$ cat src/rtl/exe_unit_seq_pkg.sv
// Shared types and constants for the sequential execution unit.
package exe_pkg;

    // Operation codes presented on i_oper.
    typedef enum logic [2:0] {
        OP_SHL  = 3'd0,
        OP_CMP  = 3'd1,
        OP_BSET = 3'd2,
        OP_CONV = 3'd3,
        OP_MUL  = 3'd4,
        OP_RSV5 = 3'd5,
        OP_RSV6 = 3'd6,
        OP_RSV7 = 3'd7
    } op_e;

    // Control FSM states.
    typedef enum logic [1:0] {
        ST_IDLE = 2'd0,
        ST_BUSY = 2'd1,
        ST_DONE = 2'd2
    } state_e;

    // Bit positions inside o_status.
    localparam int STAT_PARITY = 0;
    localparam int STAT_OVF    = 1;
    localparam int STAT_ONES   = 2;
    localparam int STAT_ERR    = 3;

endpackage

$ cat src/rtl/exe_unit_seq_if.sv
// Start/done bus between the control unit and the iterative multiplier.
// Handshake: start is a one-cycle pulse carrying arg_a/arg_b; done is a
// one-cycle pulse raised in the cycle product/overflow first hold the final
// value, and they stay valid until the next start or reset.
interface exe_unit_seq_if #(
    parameter int ARG_BITS = 8
);
    logic                start;
    logic [ARG_BITS-1:0] arg_a;
    logic [ARG_BITS-1:0] arg_b;
    logic                done;
    logic [ARG_BITS-1:0] product;
    logic                overflow;

    modport master (
        output start, arg_a, arg_b,
        input  done, product, overflow
    );

    modport slave (
        input  start, arg_a, arg_b,
        output done, product, overflow
    );
endinterface

$ cat src/rtl/exe_unit_seq_mul.sv
// Iterative signed shift-add multiplier, one multiplier bit per cycle.
// The start cycle already folds in bit 0, so the final product is ready
// (done pulses) ARG_BITS cycles after the start edge's cycle begins.
module exe_mul_seq #(
    parameter int ARG_BITS = 8
) (
    input  logic          i_clk,
    input  logic          i_rst,
    exe_unit_seq_if.slave bus
);

    localparam int W = ARG_BITS;

    logic [2*W-1:0] acc_q;
    logic [2*W-1:0] mcand_q;
    logic [W-1:0]   mplier_q;
    logic [5:0]     cnt_q;
    logic           busy_q;
    logic           done_q;
    logic [2*W-1:0] a_ext;
    logic [W:0]     upper;

    // Sign-extended multiplicand seen at start.
    always_comb begin
        a_ext = {{W{bus.arg_a[W-1]}}, bus.arg_a};
    end

    // Accumulate partial products; the sign bit of B carries negative weight.
    always_ff @(posedge i_clk or posedge i_rst) begin
        if (i_rst) begin
            acc_q    <= '0;
            mcand_q  <= '0;
            mplier_q <= '0;
            cnt_q    <= '0;
            busy_q   <= 1'b0;
            done_q   <= 1'b0;
        end else begin
            done_q <= 1'b0;
            if (bus.start) begin
                acc_q    <= bus.arg_b[0] ? a_ext : '0;
                mcand_q  <= a_ext << 1;
                mplier_q <= bus.arg_b >> 1;
                cnt_q    <= 6'd1;
                busy_q   <= 1'b1;
            end else if (busy_q) begin
                if (mplier_q[0]) begin
                    acc_q <= (cnt_q == 6'(W-1)) ? acc_q - mcand_q : acc_q + mcand_q;
                end
                mcand_q  <= mcand_q << 1;
                mplier_q <= mplier_q >> 1;
                cnt_q    <= cnt_q + 6'd1;
                if (cnt_q == 6'(W-1)) begin
                    busy_q <= 1'b0;
                    done_q <= 1'b1;
                end
            end
        end
    end

    // Product fits W signed bits only if the top W+1 bits are all equal.
    always_comb begin
        upper        = acc_q[2*W-1:W-1];
        bus.product  = acc_q[W-1:0];
        bus.overflow = !((&upper) || (~|upper));
        bus.done     = done_q;
    end

endmodule

$ cat src/rtl/exe_unit_seq.sv
// Sequential execution unit: single-cycle ops plus an iterative multiply,
// with a valid/ready request side and a valid/ready result side.
// Handshake: a request transfers when i_valid && o_ready at a rising edge;
// a result transfers when o_valid && i_ready at a rising edge. o_ready is
// high only in IDLE and o_valid only in DONE, so the two never overlap.
module exe_unit_seq
    import exe_pkg::*;
#(
    parameter int ARG_BITS = 8
) (
    input  logic                i_clk,
    input  logic                i_rst,
    input  logic                i_valid,
    output logic                o_ready,
    input  logic [2:0]          i_oper,
    input  logic [ARG_BITS-1:0] i_argA,
    input  logic [ARG_BITS-1:0] i_argB,
    output logic                o_valid,
    input  logic                i_ready,
    output logic [ARG_BITS-1:0] o_result,
    output logic [3:0]          o_status
);

    state_e              state_q, state_d;
    op_e                 op_q;
    op_e                 sel_op;
    logic                accept;
    logic                capture;
    logic                mul_start;
    logic [ARG_BITS-1:0] calc_res;
    logic [3:0]          calc_status;
    logic                calc_ovf;
    logic                calc_err;
    int                  b_int;

    exe_unit_seq_if #(.ARG_BITS(ARG_BITS)) mul_bus ();

    assign mul_bus.start = mul_start;
    assign mul_bus.arg_a = i_argA;
    assign mul_bus.arg_b = i_argB;

    exe_mul_seq #(.ARG_BITS(ARG_BITS)) u_mul (
        .i_clk (i_clk),
        .i_rst (i_rst),
        .bus   (mul_bus.slave)
    );

    // State register.
    always_ff @(posedge i_clk or posedge i_rst) begin
        if (i_rst) begin
            state_q <= ST_IDLE;
        end else begin
            state_q <= state_d;
        end
    end

    // Next state, handshake outputs and capture/start strobes.
    always_comb begin
        state_d   = state_q;
        o_ready   = 1'b0;
        o_valid   = 1'b0;
        accept    = 1'b0;
        capture   = 1'b0;
        mul_start = 1'b0;
        case (state_q)
            ST_IDLE: begin
                o_ready = 1'b1;
                accept  = i_valid;
                if (i_valid) begin
                    if (op_e'(i_oper) == OP_MUL) begin
                        mul_start = 1'b1;
                        state_d   = ST_BUSY;
                    end else begin
                        capture = 1'b1;
                        state_d = ST_DONE;
                    end
                end
            end
            ST_BUSY: begin
                if (mul_bus.done) begin
                    capture = 1'b1;
                    state_d = ST_DONE;
                end
            end
            ST_DONE: begin
                o_valid = 1'b1;
                if (i_ready) begin
                    state_d = ST_IDLE;
                end
            end
            default: state_d = ST_IDLE;
        endcase
    end

    // Opcode register; only consulted while the multiplier is running.
    always_ff @(posedge i_clk or posedge i_rst) begin
        if (i_rst) begin
            op_q <= OP_SHL;
        end else if (accept) begin
            op_q <= op_e'(i_oper);
        end
    end

    // Shared result and flag stage: live operands at acceptance, multiplier in BUSY.
    always_comb begin
        calc_res    = '0;
        calc_ovf    = 1'b0;
        calc_err    = 1'b0;
        calc_status = '0;
        b_int       = int'($signed(i_argB));
        sel_op      = (state_q == ST_BUSY) ? op_q : op_e'(i_oper);
        case (sel_op)
            OP_SHL: begin
                if (b_int < 0) begin
                    if (b_int > -ARG_BITS) begin
                        calc_res = i_argA << (-b_int);
                    end
                end else begin
                    calc_err = 1'b1;
                end
            end
            OP_CMP: begin
                calc_res = {{(ARG_BITS-1){1'b0}}, ($signed(i_argA) > $signed(i_argB))};
            end
            OP_BSET: begin
                if (b_int > 0 && b_int < ARG_BITS) begin
                    calc_res = i_argA | (ARG_BITS'(1) << b_int);
                end else begin
                    calc_err = 1'b1;
                end
            end
            OP_CONV: begin
                if (i_argA[ARG_BITS-1]) begin
                    calc_res = {1'b1, ~i_argA[ARG_BITS-2:0]} + ARG_BITS'(1);
                end else begin
                    calc_res = i_argA;
                end
            end
            OP_MUL: begin
                calc_res = mul_bus.product;
                calc_ovf = mul_bus.overflow;
            end
            default: calc_err = 1'b1;
        endcase
        calc_status[STAT_PARITY] = ^calc_res;
        calc_status[STAT_OVF]    = calc_ovf;
        calc_status[STAT_ONES]   = &calc_res;
        calc_status[STAT_ERR]    = calc_err;
    end

    // Output registers load once per operation and hold through DONE.
    always_ff @(posedge i_clk or posedge i_rst) begin
        if (i_rst) begin
            o_result <= '0;
            o_status <= '0;
        end else if (capture) begin
            o_result <= calc_res;
            o_status <= calc_status;
        end
    end

endmodule

$ cat config.mk
export PLATFORM = sky130hd
export DESIGN_NAME = exe_unit_seq
export DESIGN_NICKNAME = d
export VERILOG_FILES = /design/src/rtl/exe_unit_seq_pkg.sv /design/src/rtl/exe_unit_seq_if.sv /design/src/rtl/exe_unit_seq_mul.sv /design/src/rtl/exe_unit_seq.sv
export SDC_FILE = /design/constraint.sdc
export NUM_CORES = 1
export LEC_CHECK = 0
export CAP_MARGIN = 20
export CORE_ASPECT_RATIO = 0.6
export CORE_MARGIN = 2
export CORE_UTILIZATION = 55
export DETAILED_ROUTE_END_ITERATION = 12
export PLACE_DENSITY = 0.78
export SYNTH_ARGS = -nofsm -noshare
export SYNTH_HDL_FRONTEND = slang
export SYNTH_SLANG_ARGS = --single-unit
$ cat constraint.sdc
create_clock -name i_clk -period 5.8 [get_ports i_clk]
set_input_delay 1.16 -clock i_clk [delete_from_list [all_inputs] [get_ports i_clk]]
set_output_delay 1.16 -clock i_clk [all_outputs]
set_load 0.02 [all_outputs]
==> results of run 1 <==
worst max-delay path, cell delays in order:
cell and delay [ns]:
clkdlybuf4s50_1 0.50, or4_1 0.59, nor3_2 0.47, nand2_1 0.20
ha_1 0.34, nand4_1 0.10, a211oi_1 0.21, nand4_1 0.24
nor3_1 0.46, a221oi_1 0.16, nand3_1 0.19, ha_1 0.26
xnor2_1 0.19, xnor2_1 0.16, o21ai_0 0.10
flip-flops by register name (all words and copies together), names as in the netlist:
name,cells
o_result,8
u_mul.busy_q,1
o_status,4
u_mul.acc_q,16
u_mul.bus.done,1
u_mul.mcand_q,15
u_mul.mplier_q,7
state_q,2
u_mul.cnt_q,6
op_q,3
layer usage:
layer | track usage [%] | routed length, um
met1 | 42.3 | 5960
met4 | 7.80 | 230
met5 | 0 | 0
met3 | 8.03 | 1430
met2 | 39.5 | 5210
area by class of cell:
class	instances	area (um^2)	area share, %
Clock buffer	12	256	4.55
Clock inverter	3	42.5	0.755
Inverter	22	82.6	1.47
Multi-Input combinational cell	449	3130	55.6
Sequential cell	63	1580	28.0
Tap cell	112	140	2.49
Timing Repair Buffer	42	405	7.19
worst paths after layout:
check | start | end | slack, ns
min in group asynchronous | i_rst | state_q[1]$_DFFE_PP0P_ | 1.38
max in group asynchronous | i_rst | u_mul.mplier_q[3]$_DFFE_PP0N_ | 3.88
min | u_mul.bus.done$_DFF_PP0_ | state_q[0]$_DFFE_PP0P_ | 0.48
max reg2reg | u_mul.mcand_q[3]$_DFFE_PP0N_ | u_mul.acc_q[14]$_DFFE_PP0P_ | 2.03
min reg2reg | u_mul.bus.done$_DFF_PP0_ | state_q[0]$_DFFE_PP0P_ | 0.48
max | i_argB[6] | o_status[0]$_DFFE_PP0P_ | 0.66
synth_stat cells (4+ instances only):
master	number	share of area (%)
a211oi_1	6	0.91
a21oi_1	43	4.4
a221oi_1	5	0.89
a22o_1	8	1.4
a31oi_1	10	1.3
buf_2	5	0.51
clkbuf_1	23	1.8
dfrtp_1	63	32
ha_1	41	10
inv_1	22	1.7
mux2_2	6	1.4
mux2i_1	29	5.9
mux4_2	4	1.8
nand2_1	60	4.6
nand2b_1	9	1.1
nand3_1	12	1.2
nand4_1	10	1.3
nor2_1	40	3.0
nor2b_1	8	1.0
nor3_1	13	1.3
nor4_1	7	0.89
o21a_1	4	0.61
o21ai_0	40	4.1
o22ai_1	6	0.76
o31ai_1	6	0.91
xnor2_1	25	4.4
xor2_1	13	2.3
stage by stage:
stage / cells / utilization (%)
finish: 703 / 65.6
global route: 703 / 65.6
CTS: 703 / 65.6
detailed placement: 688 / 62.2
global placement: 688 / 62.2
floorplan: 566 / -
kinds of logic after synthesis:
group           Yosys count  share of synthesized area (%)
buf+inv                  54                           4.39
xor+xnor                 38                           6.76
compound gates          153                           19.7
fa+ha+maj                41                           10.4
flops                    63                           32.0
mux                      39                           9.09
simple gates            178                           17.7
power groups by stage:
stage	Combinational (mW)	Clock [mW]	Sequential [mW]
final	2.10	0.548	0.809
after global routing	2.35	0.574	0.833
after CTS	2.08	0.556	0.805
after detailed placement	2.06	0	0.810
after global placement	1.99	0	0.802
after floorplan	1.64	0	0.775
==> flow_metrics.py, run 1 <==
metrics = {
    "logic_synthesis": {
        "synthCells": 566,
        "yosysWarnings": 0,
        "synth-async-reset-ratio_pct": 100,
        "syn_nets": 630,
        "ys_types": 57,
        "synth_seq_cells": 63,
        "ys.flop_type": "dfrtp_1",
        "synth_area_um2": 4930,
        "syn_area_per_cell_um2": 8.70,
        "yosysSeqAreaShare_pct": 32.0,
        "synth_edf_count": 0,
    },
    "routing": {
        "num_vias": 4393,
        "route.detailed.drc": 0,
        "wl_per_cell_um": 18.3,
        "ant_nets": 0,
        "first_iter_violations": 458,
        "drt_wl_total_mm": 12.8,
        "first_pass_iters": 5,
        "vias_per_cell": 6.25,
    },
    "min_path": {
        "hold_class": "register to register",
        "min_path_cells": 1,
    },
    "die": {
        "boundaryPins": 37,
        "core_um2": 8590,
        "die_area_um2": 9750,
        "initial_core_util_pct": 57.4,
        "die_h_um": 77.3,
        "row_count": 26,
        "die_w_um": 126,
    },
    "power_and_ir_drop": {
        "combPwrFrac_pct": 60.8,
        "pwr-share-seq_pct": 23.4,
        "internal_power_mw": 1.93,
        "switching_share_pct": 44.3,
        "p_leak_nw": 2.44,
        "p_clk_share_pct": 15.8,
        "power_density_nw_per_um2": 614,
        "p_sw_mw": 1.53,
        "power_mw": 3.46,
        "peakVddDrop_uv": 365,
    },
    "timing": {
        "worst_pin_slew_ns": 0.806,
        "slew_headroom_pct": 46.3,
        "tns_ns": 0,
        "drv_slew": 0,
        "rsz0062_at_grt": "no",
        "layout_min_cycle_time_ns": 5.14,
        "fmax_mhz": 195,
        "hold_viol_final": 0,
        "setup_slack_ns": 0.664,
        "setup_violations": 0,
        "final.setup_skew_ns": 0.00539,
        "period_share_pct": 88.6,
        "timing.hold.ws_ns": 0.484,
    },
    "layout": {
        "final_common_cell": "dfrtp_1",
        "fin_area_um2": 5640,
        "diodes": 0,
        "layout_common_cells": "dfrtp_1 (63), nand2_1 (60), a21oi_1 (43), ha_1 (41)",
        "n_fill_cell": 712,
        "layout-drive-gt1-share_pct": 6.94,
        "syn2layout_area_growth_pct": 14.4,
        "nets": 651,
    },
    "clock_network": {
        "htreeDepth": 3,
        "clkTransAtPathRegs_ns": 0.05,
        "clk_latency_ns": 0.34,
        "hold_buffers": 0,
        "cts-buffers-inserted": 9,
        "cts_setup_buffers": 0,
        "cts.repair.resized": 0,
        "cts_root_buf": "clkbuf_16",
        "clockBufferDepth": 2,
        "cts_sinks": 63,
        "cts_tree": "done",
    },
    "critical_path": {
        "cp_data_required_time_ns": 5.99,
        "end_kind": "register",
        "critPathArrivalTime_ns": 5.33,
        "path_class": "input port to register",
        "path_max_fanout": 10,
        "r2r_cells": 13,
        "start_kind": "input port",
    },
    "placement": {
        "dp_hpwl_mm": 9.54,
        "dpl_cell_area_um2": 5340,
        "pre_cts_slack_ns": 0.508,
        "portBuffers": 36,
        "gp_congestion": 1.02,
    },
    "grt": {
        "grt_usage_pct": 28.2,
        "grt_pass1_vias": 4150,
        "grt_pass1_wl_mm": 21.7,
        "grt_max_degree": 64,
        "antenna_found_initial": 0,
        "overflow": 0,
    },
    "run_status": {
        "status": "finished clean",
    },
    "run": {
        "drv_cap": 0,
    },
}
Power figures use the tool's default switching activity.
==> inputs of run 2 (changes only) <==
--- a/config.mk
+++ b/config.mk
@@ -13,2 +13,4 @@
 export PLACE_DENSITY = 0.78
+export REMOVE_ABC_BUFFERS = 1
+export SKIP_LAST_GASP = 1
 export SYNTH_ARGS = -nofsm -noshare
==> constraint.sdc (replaced) <==
create_clock -name i_clk -period 5.8 [get_ports i_clk]
set_input_delay 1.45 -clock i_clk [delete_from_list [all_inputs] [get_ports i_clk]]
set_output_delay 1.45 -clock i_clk [all_outputs]
set_load 0.02 [all_outputs]
==> run 2 against run 1 <==
Net effect: register-to-register slack improved by 0.02 ns; maximum frequency shrank 1.7%; non-clock buffer count unchanged; count of clock-buffer cells in the layout fell by 1; clock power is 5.7% higher; setup slack lost 0.091 ns; worst hold slack improved by 0.014 ns; final cell count unchanged; critical path depth stayed put; power rose by 1.1%.
==> flow_metrics.py, run 2 (synthesized netlist as in run 1, its figures left out) <==
metrics = {
    "critical_path": {
        "r2r_cells": 13,
        "critPathArrivalTime_ns": 5.41,
        "critical-path-slowest-cell": "or4_1",
        "crit_path_cell_trace": "clkdlybuf4s50_1 -> or4_1 -> nor3_2 -> nand2_1 -> ha_1 -> nand4_1 -> nor4_1 -> nand4_1 -> nor3_1 -> inv_1 -> o21ai_1 -> ha_1 -> xnor2_1 -> xnor2_1 -> o21ai_0",
        "slowest_delay_ns": 0.59,
        "path_class": "input port to register",
        "start_kind": "input port",
        "end_kind": "register",
        "path_max_fanout": 10,
        "cp_data_required_time_ns": 5.98,
    },
    "run": {
        "drv_cap": 0,
    },
    "power_and_ir_drop": {
        "switching_share_pct": 44.1,
        "power_density_nw_per_um2": 619,
        "internal_power_mw": 1.96,
        "p_leak_nw": 2.45,
        "power_mw": 3.50,
        "p_clk_share_pct": 16.5,
        "combPwrFrac_pct": 60.3,
        "peakVddDrop_uv": 312,
        "pwr-share-seq_pct": 23.2,
        "p_sw_mw": 1.54,
    },
    "layout": {
        "top_register": "u_mul.acc_q",
        "diodes": 0,
        "top_regs": "u_mul.acc_q (16), u_mul.mcand_q (15), o_result (8)",
        "layout_common_cells": "dfrtp_1 (63), nand2_1 (60), a21oi_1 (43), ha_1 (41)",
        "multi_input_area_um2": 3130,
        "final_common_cell": "dfrtp_1",
        "largest_register_ffs": 16,
        "nets": 651,
        "regArea_um2": 1580,
        "layout-drive-gt1-share_pct": 6.94,
        "n_fill_cell": 707,
        "syn2layout_area_growth_pct": 14.7,
    },
    "timing": {
        "drv_slew": 0,
        "tns_ns": 0,
        "setup_violations": 0,
        "fmax_mhz": 191,
        "worst_pin_slew_ns": 0.801,
        "slew_headroom_pct": 46.6,
        "final.setup_skew_ns": 0.00645,
        "rsz0062_at_grt": "no",
        "hold_viol_final": 0,
        "period_share_pct": 90.1,
        "timing.hold.ws_ns": 0.497,
        "layout_min_cycle_time_ns": 5.23,
    },
    "routing": {
        "route.detailed.drc": 0,
        "first_pass_iters": 5,
        "ant_nets": 0,
        "vias_per_cell": 6.17,
        "drt_wl_total_mm": 12.8,
        "num_vias": 4337,
        "first_iter_violations": 463,
        "wl_per_cell_um": 18.2,
    },
    "clock_network": {
        "cts-buffers-inserted": 9,
        "htreeDepth": 3,
        "clkTransAtPathRegs_ns": 0.05,
        "hold_buffers": 0,
        "cts_setup_buffers": 0,
        "clockBufferDepth": 2,
        "cts_tree": "done",
        "clk_latency_ns": 0.33,
        "cts.repair.resized": 0,
        "cts_sinks": 63,
        "cts_root_buf": "clkbuf_16",
    },
    "placement": {
        "portBuffers": 36,
        "dp_hpwl_mm": 9.33,
        "gp_congestion": 0.971,
    },
    "die": {
        "die_area_um2": 9750,
        "boundaryPins": 37,
        "core_um2": 8590,
        "die_h_um": 77.3,
        "die_w_um": 126,
        "initial_core_util_pct": 57.4,
        "row_count": 26,
    },
    "run_status": {
        "status": "finished clean",
    },
    "grt": {
        "overflow": 0,
        "grt_max_degree": 64,
        "grt_pass1_vias": 4112,
        "grt_pass1_wl_mm": 21.1,
        "grt_usage_pct": 27.3,
        "antenna_found_initial": 0,
    },
    "min_path": {
        "min_path_cells": 2,
        "hold_class": "register to register",
    },
}
[run 2: critical path: cells and delay by family]
family / cells / cell delay [ns]
AO/OA/AOI/OAI: 2 / 0.34
XOR/XNOR: 2 / 0.34
adder cells (fa/ha/maj): 2 / 0.58
buffers and inverters: 2 / 0.58
AND/OR/NAND/NOR: 7 / 2.11
[run 2: power groups by stage]
stage	clock network (mW)	logic, mW	registers (mW)
finish	0.579	2.11	0.810
global route	0.603	2.33	0.836
CTS	0.585	2.08	0.805
detailed placement	0	2.06	0.809
global placement	0	1.99	0.801
floorplan	0	1.58	0.810
[run 2: layout make-up]
type	count	area share, %
inverters	22	1.46
clock buffers	11	4.30
flip-flops and latches	63	27.9
well taps	112	2.48
repair buffers	42	7.17
multi-input cells	449	55.4
clock inverters	4	1.24
[run 2: layer usage]
| layer | part of all wire, % | wire length [um] | GRT usage (%) | vias to the layer above |
|---|---|---|---|---|
| met4 | 0.81 | 103 | 5.82 | 0 |
| met5 | 0 | 0 | 0 | - |
| met3 | 8.4 | 1070 | 7.12 | 12 |
| met1 | 49 | 6270 | 41.8 | 2053 |
| met2 | 42 | 5340 | 38.7 | 160 |
| li1 | - | - | - | 2112 |
[run 2: metrics by stage]
stage | cell area [um^2] | setup slack, ns | util, % | std cells
2_1_floorplan | 4790 | 1.37 | - | 534
3_3_place_gp | 5340 | 0.516 | 62.2 | 688
5_1_grt | 5650 | 0.266 | 65.8 | 703
3_5_place_dp | 5340 | 0.310 | 62.2 | 688
6_report | 5650 | 0.573 | 65.8 | 703
4_1_cts | 5650 | 0.634 | 65.8 | 703
[run 2: final timing paths]
path,from,end,slack (ns)
min reg2reg,o_status[1]$_DFFE_PP0P_,o_status[1]$_DFFE_PP0P_,0.50
min,o_status[1]$_DFFE_PP0P_,o_status[1]$_DFFE_PP0P_,0.50
max,i_argB[4],o_status[0]$_DFFE_PP0P_,0.57
max in group asynchronous,i_rst,o_status[3]$_DFFE_PP0P_,3.59
min in group asynchronous,i_rst,u_mul.mplier_q[1]$_DFFE_PP0N_,1.67
max reg2reg,u_mul.mcand_q[3]$_DFFE_PP0N_,u_mul.acc_q[14]$_DFFE_PP0P_,2.05
==> inputs of run 3 (changes only) <==
ABC_AREA = 1   (was unset)
CORE_ASPECT_RATIO = unset   (was 0.6)
CORE_UTILIZATION = 58   (was 55)
PLACE_DENSITY = 0.81   (was 0.78)
==> run 3 against run 2 <==
Net effect: largest power group unchanged; highest routed layer unchanged; setup slack gained 0.40 ns; wire length grew 12%; global-route usage grew 2.4 points; utilization shrank 0.15 points; clock power shrank 32%; largest cell class unchanged; sequential cell count is the same.
==> flow_metrics.py, run 3 <==
metrics = {
    "layout": {
        "diodes": 0,
        "post-route-util_pct": 65.6,
        "nets": 854,
        "final_common_cell": "nand2_1",
        "fin_area_um2": 5980,
        "regArea_um2": 1580,
        "multi_input_area_um2": 3300,
        "final_cells": 906,
        "top_register": "u_mul.acc_q",
        "top_regs": "u_mul.acc_q (16), u_mul.mcand_q (15), o_result (8)",
        "syn2layout_area_growth_pct": 11.8,
        "layout-drive-gt1-share_pct": 8.68,
        "layout_common_cells": "nand2_1 (176), inv_1 (86), nor2_1 (64), dfrtp_1 (63), a21oi_1 (60)",
        "largest_register_ffs": 16,
        "n_fill_cell": 805,
    },
    "clock_network": {
        "hold_buffers": 0,
        "clk_latency_ns": 0.36,
        "cts_root_buf": "clkbuf_8",
        "cts.repair.resized": 0,
        "clockBufferDepth": 2,
        "cts_tree": "done",
        "cts-buffers-inserted": 9,
        "htreeDepth": 3,
        "cts_setup_buffers": 0,
        "clkTransAtPathRegs_ns": 0.07,
        "cts_sinks": 63,
    },
    "routing": {
        "ant_nets": 0,
        "first_pass_iters": 5,
        "drt_wl_total_mm": 14.3,
        "vias_per_cell": 5.84,
        "first_iter_violations": 337,
        "num_vias": 5290,
        "route.detailed.drc": 0,
        "wl_per_cell_um": 15.8,
    },
    "logic_synthesis": {
        "synth_top_area_cell": "dfrtp_1",
        "synth_area_um2": 5350,
        "synth_seq_cells": 63,
        "synthCells": 758,
        "synth-async-reset-ratio_pct": 100,
        "syn_area_per_cell_um2": 7.06,
        "ys.flop_type": "dfrtp_1",
        "synth_edf_count": 0,
        "yosys.area.top_type_share_pct": 29.5,
        "yosysWarnings": 0,
        "yosysSeqAreaShare_pct": 29.5,
        "synth_common_cells": "nand2_1 (176), inv_1 (87), nor2_1 (64)",
        "ys_types": 46,
        "synthTopCellsByArea": "dfrtp_1 (29%), nand2_1 (12%), ha_1 (9.6%), inv_1 (6.1%), a21oi_1 (5.6%)",
        "synth.most_common_cell": "nand2_1",
    },
    "die": {
        "row_count": 35,
        "core_um2": 9110,
        "die_area_um2": 10000,
        "boundaryPins": 37,
        "die_w_um": 100,
        "initial_core_util_pct": 58.7,
        "die_h_um": 100,
    },
    "power_and_ir_drop": {
        "pwr-share-seq_pct": 22.2,
        "peakVddDrop_uv": 381,
        "power_mw": 3.42,
        "combPwrFrac_pct": 66.3,
        "p_sw_mw": 1.73,
        "power_density_nw_per_um2": 573,
        "internal_power_mw": 1.69,
        "switching_share_pct": 50.6,
        "p_clk_share_pct": 11.4,
        "p_leak_nw": 2.93,
    },
    "grt": {
        "use_met3_pct": 4.39,
        "grt_max_degree": 51,
        "busiest_layer": "met2",
        "met1_usage_pct": 38.9,
        "grt_usage_pct": 29.7,
        "overflow": 0,
        "grt_pass1_vias": 5003,
        "met2_usage_pct": 50.9,
        "antenna_found_initial": 0,
        "grt_pass1_wl_mm": 23.9,
    },
    "timing": {
        "timing.hold.ws_ns": 0.480,
        "worst_pin_slew_ns": 0.710,
        "tns_ns": 0,
        "final.setup_skew_ns": 0.00938,
        "setup_slack_ns": 0.976,
        "fmax_mhz": 207,
        "rsz0062_at_grt": "no",
        "setup_violations": 0,
        "period_share_pct": 83.2,
        "drv_slew": 0,
        "hold_viol_final": 0,
        "slew_headroom_pct": 52.5,
        "layout_min_cycle_time_ns": 4.82,
    },
    "min_path": {
        "hp-start": "o_result[5]$_DFFE_PP0P_",
        "hold_class": "register to register",
    },
    "placement": {
        "dpl_cell_area_um2": 5780,
        "pre_cts_slack_ns": 0.625,
        "placedCellCount": 890,
        "dp_hpwl_mm": 10.7,
        "portBuffers": 36,
        "gp_congestion": 0.926,
    },
    "critical_path": {
        "critPathLaunch": "i_argB[1]",
        "end_kind": "register",
        "cp_data_required_time_ns": 6.01,
        "path_max_fanout": 8,
        "critPathArrivalTime_ns": 5.04,
        "start_kind": "input port",
        "reg2reg_from": "u_mul.cnt_q[1]$_DFFE_PP0N_",
        "path_class": "input port to register",
    },
    "run": {
        "drv_cap": 0,
    },
    "run_status": {
        "status": "finished clean",
    },
}
[run 3: kinds of logic (layout without fill, tap and decap cells)]
group	Yosys count	after routing	synth area share, %
adder cells (fa/ha/maj)	41	41	9.59
buffers and inverters	119	156	8.82
AO/OA/AOI/OAI	157	157	17.4
flip-flops	63	63	29.5
XOR/XNOR	25	25	4.09
AND/OR/NAND/NOR	353	353	30.6
[run 3: final cells by class]
class	instances	area share, %
Clock buffer	9	2.07
Sequential cell	63	26.4
Clock inverter	7	1.23
Tap cell	111	2.32
Multi-Input combinational cell	576	55.2
Inverter	100	6.28
Timing Repair Buffer	40	6.53
[run 3: critical path, stage by stage]
cell and delay [ns]:
clkdlybuf4s50_1 0.54, inv_1 0.23, ha_1 0.30, inv_1 0.10, nor2_4 0.19, nand2_1 0.11, ha_1 0.30, nand2_1 0.07
inv_1 0.05, nand2_1 0.04, nor2_1 0.10, nand3_2 0.15, nor2_8 0.16, nand4_1 0.12, nand2_1 0.14, nand4_1 0.09
nand2_1 0.10, nand2_1 0.06, nand2_1 0.08, ha_1 0.24, xnor2_1 0.19, xnor2_1 0.14, o21ai_0 0.08
[run 3: path summary, 6_finish.rpt]
| check | endpoint | depth (start not counted) | slack (ns) |
|---|---|---|---|
| worst min-delay path | o_result[5]$_DFFE_PP0P_ | 2 | 0.48 |
| min in group asynchronous | state_q[1]$_DFFE_PP0P_ | 2 | 1.34 |
| worst max-delay path | o_status[0]$_DFFE_PP0P_ | 23 | 0.98 |
| max in group asynchronous | o_result[2]$_DFFE_PP0P_ | 3 | 3.51 |
| worst min register to register | o_result[5]$_DFFE_PP0P_ | 2 | 0.48 |
| worst max register to register | u_mul.acc_q[12]$_DFFE_PP0P_ | 15 | 2.63 |
[run 3: power groups by stage]
stage	clock, mW	combinational (mW)	sequential (mW)
3_5_place_dp	0	2.23	0.764
3_3_place_gp	0	2.15	0.758
2_1_floorplan	0	1.69	0.765
4_1_cts	0.399	2.25	0.757
5_1_grt	0.419	2.55	0.779
6_report	0.392	2.27	0.761
[run 3: per-layer routing]
layer  vias up  wire length (um)
li1       2617                 -
met1      2474              6410
met2       170              6860
met3        29               693
met4         0               324
met5         -                 0
